`config.mk`:
```
export PLATFORM = sky130hd
export DESIGN_NAME = cpc_audio_mixer
export DESIGN_NICKNAME = d
export VERILOG_FILES = /design/src/rtl/cpc_audio_mixer.sv
export SDC_FILE = /design/constraint.sdc
export NUM_CORES = 1
export LEC_CHECK = 0
export CORE_MARGIN = 5
export CORE_UTILIZATION = 52
export DETAILED_ROUTE_END_ITERATION = 10
export PLACE_DENSITY_LB_ADDON = 0.1
export SLEW_MARGIN = 20
export SYNTH_ARGS = -nofsm -noshare
export SYNTH_HDL_FRONTEND = slang
export SYNTH_SLANG_ARGS = --single-unit
```
`constraint.sdc`:
```
create_clock -name clk -period 5.6 [get_ports clk]
set_input_delay 0.56 -clock clk [delete_from_list [all_inputs] [get_ports clk]]
set_output_delay 0.56 -clock clk [all_outputs]
set_load 0.02 [all_outputs]
```
`src/rtl/cpc_audio_mixer.sv`:
```
// Time-multiplexed stereo mixer: N unsigned channels, 2-bit gain per side,
// master attenuation shift and output saturation with sticky flags.
module cpc_audio_mixer #(
  parameter int NCH = 6,
  parameter int IW  = 8,
  parameter int OW  = 8
) (
  input  logic              clk,
  input  logic              reset,
  input  logic              ce,
  input  logic [NCH*IW-1:0] ch,
  input  logic [NCH*2-1:0]  gain_l,
  input  logic [NCH*2-1:0]  gain_r,
  input  logic [1:0]        mshift,
  input  logic              flag_clr,
  output logic [OW-1:0]     audio_l,
  output logic [OW-1:0]     audio_r,
  output logic              valid,
  output logic              busy,
  output logic              clip_l,
  output logic              clip_r,
  output logic              ovr
);

  localparam int AW  = IW + $clog2(NCH);
  localparam int IXW = (NCH > 1) ? $clog2(NCH) : 1;
  localparam int XW  = AW + OW;

  localparam logic [1:0] S_IDLE = 2'd0;
  localparam logic [1:0] S_ACC  = 2'd1;
  localparam logic [1:0] S_OUT  = 2'd2;

  logic [1:0]        r_state;
  logic [IXW-1:0]    r_idx;
  logic [AW-1:0]     r_acc_l, r_acc_r;
  logic [NCH*IW-1:0] r_ch;
  logic [NCH*2-1:0]  r_gl, r_gr;
  logic [1:0]        r_mshift;
  logic [OW-1:0]     r_audio_l, r_audio_r;
  logic              r_valid, r_clip_l, r_clip_r, r_ovr;

  logic [IW-1:0]     w_smp, w_term_l, w_term_r;
  logic [AW-1:0]     w_vl, w_vr;
  logic [XW-1:0]     w_vl_x, w_vr_x, w_max_x;
  logic              w_sat_l, w_sat_r, w_out;

  function automatic logic [IW-1:0] f_scale(input logic [IW-1:0] s, input logic [1:0] g);
    case (g)
      2'd1:    f_scale = s >> 3;
      2'd2:    f_scale = s >> 2;
      2'd3:    f_scale = s >> 1;
      default: f_scale = '0;
    endcase
  endfunction

  assign w_smp    = r_ch[r_idx*IW +: IW];
  assign w_term_l = f_scale(w_smp, r_gl[r_idx*2 +: 2]);
  assign w_term_r = f_scale(w_smp, r_gr[r_idx*2 +: 2]);

  // Widen before the saturation compare so OW > AW configurations stay correct.
  assign w_vl    = r_acc_l >> r_mshift;
  assign w_vr    = r_acc_r >> r_mshift;
  assign w_vl_x  = {{OW{1'b0}}, w_vl};
  assign w_vr_x  = {{OW{1'b0}}, w_vr};
  assign w_max_x = {{AW{1'b0}}, {OW{1'b1}}};
  assign w_sat_l = (w_vl_x > w_max_x);
  assign w_sat_r = (w_vr_x > w_max_x);
  assign w_out   = (r_state == S_OUT);

  always_ff @(posedge clk or posedge reset) begin
    if (reset) begin
      r_state   <= S_IDLE;
      r_idx     <= '0;
      r_acc_l   <= '0;
      r_acc_r   <= '0;
      r_ch      <= '0;
      r_gl      <= '0;
      r_gr      <= '0;
      r_mshift  <= '0;
      r_audio_l <= '0;
      r_audio_r <= '0;
      r_valid   <= 1'b0;
    end else begin
      r_valid <= 1'b0;
      case (r_state)
        S_IDLE: if (ce) begin
          r_ch     <= ch;
          r_gl     <= gain_l;
          r_gr     <= gain_r;
          r_mshift <= mshift;
          r_acc_l  <= '0;
          r_acc_r  <= '0;
          r_idx    <= '0;
          r_state  <= S_ACC;
        end
        S_ACC: begin
          r_acc_l <= r_acc_l + AW'(w_term_l);
          r_acc_r <= r_acc_r + AW'(w_term_r);
          if (r_idx == IXW'(NCH - 1)) r_state <= S_OUT;
          else                        r_idx   <= r_idx + 1'b1;
        end
        S_OUT: begin
          r_audio_l <= w_sat_l ? {OW{1'b1}} : w_vl_x[OW-1:0];
          r_audio_r <= w_sat_r ? {OW{1'b1}} : w_vr_x[OW-1:0];
          r_valid   <= 1'b1;
          r_state   <= S_IDLE;
        end
        default: r_state <= S_IDLE;
      endcase
    end
  end

  // Sticky flags: a set in the same cycle as flag_clr takes priority.
  always_ff @(posedge clk or posedge reset) begin
    if (reset) begin
      r_clip_l <= 1'b0;
      r_clip_r <= 1'b0;
      r_ovr    <= 1'b0;
    end else begin
      if (w_out && w_sat_l)  r_clip_l <= 1'b1;
      else if (flag_clr)     r_clip_l <= 1'b0;
      if (w_out && w_sat_r)  r_clip_r <= 1'b1;
      else if (flag_clr)     r_clip_r <= 1'b0;
      if (ce && r_state != S_IDLE) r_ovr <= 1'b1;
      else if (flag_clr)           r_ovr <= 1'b0;
    end
  end

  assign audio_l = r_audio_l;
  assign audio_r = r_audio_r;
  assign valid   = r_valid;
  assign busy    = (r_state != S_IDLE);
  assign clip_l  = r_clip_l;
  assign clip_r  = r_clip_r;
  assign ovr     = r_ovr;

endmodule

```
==> insert_results.sql <==
INSERT INTO impl_metrics (metric_group, metric, value, unit) VALUES
('clock_tree', 'postCtsHoldBufs', '0', ''),
('drt', 'routed_via_density', '5.41', ''),
('global_route', 'gr-usage-all-layers', '20.4', '%'),
('logic_synthesis', 'postSynthRegisterBits', '115', ''),
('global_route', 'grt_first_pass_wirelength', '23700', 'µm'),
('logic_synthesis', 'synth_top_family_by_area', 'simple AND/OR/NAND/NOR gates', ''),
('finish', 'antenna_cells', '0', ''),
('logic_synthesis', 'yosys.area_share.simple', '20.8', '%'),
('worst_setup_path', 'timing.critical_path.from_type', 'flop', ''),
('sta', 'setup-tns-final', '0', 'ns'),
('drt', 'routed_vias', '4977', ''),
('clock_tree', 'cts_resized', '0', ''),
('logic_synthesis', 'average_cell_area_after_synthesis', '9.13', 'µm²'),
('placement', 'io_buffers', '92', ''),
('logic_synthesis', 'synthFlopType', 'dfrtp_1', ''),
('sta', 'finalMaxSlewViolations', '0', ''),
('clock_tree', 'tritoncts_clock_tree', 'built', ''),
('power_and_ir_drop', 'total_power', '4840', 'µW'),
('power_and_ir_drop', 'power.ir.vdd_worst', '0.204', 'mV'),
('logic_synthesis', 'yosys_warnings', '0', ''),
('worst_setup_path', 'cp.arrival', '4.23', 'ns'),
('clock_tree', 'cts.root.buffer_cell', 'clkbuf_16', ''),
('logic_synthesis', 'ys_seq_area_share', '46.2', '%'),
('worst_setup_path', 'timing.critical_path.to_type', 'flop', ''),
('worst_setup_path', 'critical_path.reg2reg.startpoint', 'r_idx[0]', ''),
('worst_setup_path', 'timing.critical_path.fanout_max', '18', ''),
('logic_synthesis', 'synthXorXnorAreaFrac', '1.41', '%'),
('logic_synthesis', 'share_of_synthesized_area_spent_on_multiplexers', '12.8', '%'),
('placement', 'globalplace.congestion', '0.937', ''),
('logic_synthesis', 'synth_nets', '779', ''),
('floorplan', 'dieWidth', '119', 'µm'),
('clock_tree', 'cts-root-to-sink-buffers', '2', ''),
('run', 'cap_violations', '0', ''),
('worst_setup_path', 'crit_required', '5.93', 'ns'),
('drt', 'drt-initial-drc-count', '260', ''),
('sta', 'setup_viol', '0', ''),
('global_route', 'grt_pass1_vias', '4948', ''),
('global_route', 'initial_antenna_violation_count', '0', ''),
('drt', 'drtPass1Iterations', '4', ''),
('floorplan', 'fp.dieH', '119', 'µm'),
('sta', 'worst_clock_skew', '0.00602', 'ns'),
('worst_setup_path', 'setup.worst_path.start', 'r_idx[0]', ''),
('global_route', 'gr-total-overflow', '0', ''),
('logic_synthesis', 'synth_area_in_adders', '3.85', '%'),
('logic_synthesis', 'yosysMostFrequentCell', 'nand2_1', ''),
('sta', 'worst_slew_pin_slew', '0.975', 'ns'),
('logic_synthesis', 'post-synth-top-area-cell', 'dfrtp_1', ''),
('clock_tree', 'clock_tree.htree_level_count', '4', ''),
('power_and_ir_drop', 'leakage', '0.00357', 'µW'),
('logic_synthesis', 'syn_inst', '683', ''),
('worst_setup_path', 'r2r_end', 'r_acc_r[10]', ''),
('worst_setup_path', 'r2r_cells', '12', ''),
('sta', 'fmax', '257', 'MHz'),
('drt', 'routed_wl', '13900', 'µm'),
('logic_synthesis', 'synth.top_cells.by_area', 'dfrtp_1 (46%), nand2_1 (14%), mux4_2 (6.1%), mux2i_1 (5.9%), nor2_1 (3.4%)', ''),
('logic_synthesis', 'synth_compound_gate_area_share', '10.8', '%'),
('floorplan', 'num_rows', '40', ''),
('sta', 'period_minus_slack', '3.90', 'ns'),
('worst_setup_path', 'crit_end', 'r_acc_r[10]', ''),
('drt', 'avgRoutedWirePerCell', '15.1', 'µm'),
('floorplan', 'design.core.area', '11900', 'µm²'),
('placement', 'place_hpwl', '9810', 'µm'),
('worst_setup_path', 'crit_type', 'reg2reg', ''),
('run_status', 'outcome', 'completed', ''),
('clock_tree', 'clk_pin_slew_worst_paths', '0.05', 'ns'),
('sta', 'slew_headroom', '35.0', '%'),
('clock_tree', 'clk_latency', '0.41', 'ns'),
('logic_synthesis', 'netlist.area_leader.share', '46.2', '%'),
('clock_tree', 'clock_sinks', '115', ''),
('power_and_ir_drop', 'powerDensity', '627', 'nW/µm²'),
('drt', 'antenna_left', '0', '');
-- power breakdown --
group          switching, µW  internal (µW)  leakage, µW
sequential               328           1200      0.00142
clock                    375            648     0.000266
combinational           1270           1020      0.00188
total                   1980           2870      0.00357
-- critical path: stages (launching register included) --
cell and delay (ns):
dfrtp_2 0.65, buf_4 0.41, mux4_2 0.58, a21oi_4 0.29
o21ai_2 0.15, o22ai_1 0.20, ha_1 0.21, fa_1 0.21
a21o_1 0.16, a211oi_1 0.10, o21ai_0 0.24, nor4bb_1 0.40
mux2i_1 0.22
-- cell type report --
type | count | area [µm²]
sequential | 115 | 2880
timing repair buffer | 96 | 951
multi-input combinational | 515 | 3100
inverter | 15 | 58.8
clock inverter | 11 | 113
clock buffer | 21 | 440
tap | 147 | 184
fill | 999 | 4130
-- how the worst min path moves through the flow --
stage	from	end	slack (ns)	cells past startpoint
after floorplan	r_ch[23]	r_ch[23]	0.44	2
after global placement	r_gl[3]	r_gl[3]	0.45	2
after detailed placement	r_ch[31]	r_ch[31]	0.46	2
after CTS	r_ch[31]	r_ch[31]	0.47	2
after global routing	r_ch[27]	r_ch[27]	0.49	2
final	r_ch[31]	r_ch[31]	0.47	2
-- cells by family after synthesis --
logic type               after synthesis
adder cells (fa/ha/maj)               18
multiplexers                          58
AND/OR/NAND/NOR                      321
flip-flops                           115
XOR/XNOR                              10
buffers and inverters                 53
AO/OA/AOI/OAI                        108
-- routing by layer --
| metal | GRT usage, % | part of all wire [%] | up-vias |
|---|---|---|---|
| met3 | 4.84 | 4.6 | 19 |
| met1 | 27.1 | 45 | 2378 |
| met5 | 0 | 0 | - |
| met4 | 5.44 | 1.5 | 0 |
| li1 | - | - | 2469 |
| met2 | 33.7 | 49 | 111 |
-- stage by stage --
step	cells	hold WS (ns)	util (%)	setup WS [ns]	instance area [µm²]
6_report	920	0.468	65.2	1.70	7730
5_1_grt	920	0.488	65.2	1.40	7730
4_1_cts	920	0.473	65.1	1.70	7720
3_5_place_dp	888	0.460	60.5	1.71	7170
3_3_place_gp	888	0.454	60.5	1.76	7170
2_1_floorplan	683	0.440	-	2.00	6230
-- cells in the final DEF, fill, tap and decap left out, drive strengths merged, types with 16 or more instances in the layout --
cell           count
nand2            228
dfrtp            115
clkdlybuf4s50     92
nor2              58
mux2i             37
a21oi             33
o21ai             30
clkbuf            21
nand3             18
mux4              17
ha                16
-- state kept, by name (all words and copies together), names as in the netlist, 2 cells and up --
| register | count |
|---|---|
| audio_l | 8 |
| r_mshift | 2 |
| r_state | 2 |
| r_idx | 3 |
| r_gl | 12 |
| r_gr | 12 |
| r_acc_r | 11 |
| r_acc_l | 11 |
| r_ch | 42 |
| audio_r | 8 |
Power figures use the tool's default switching activity.
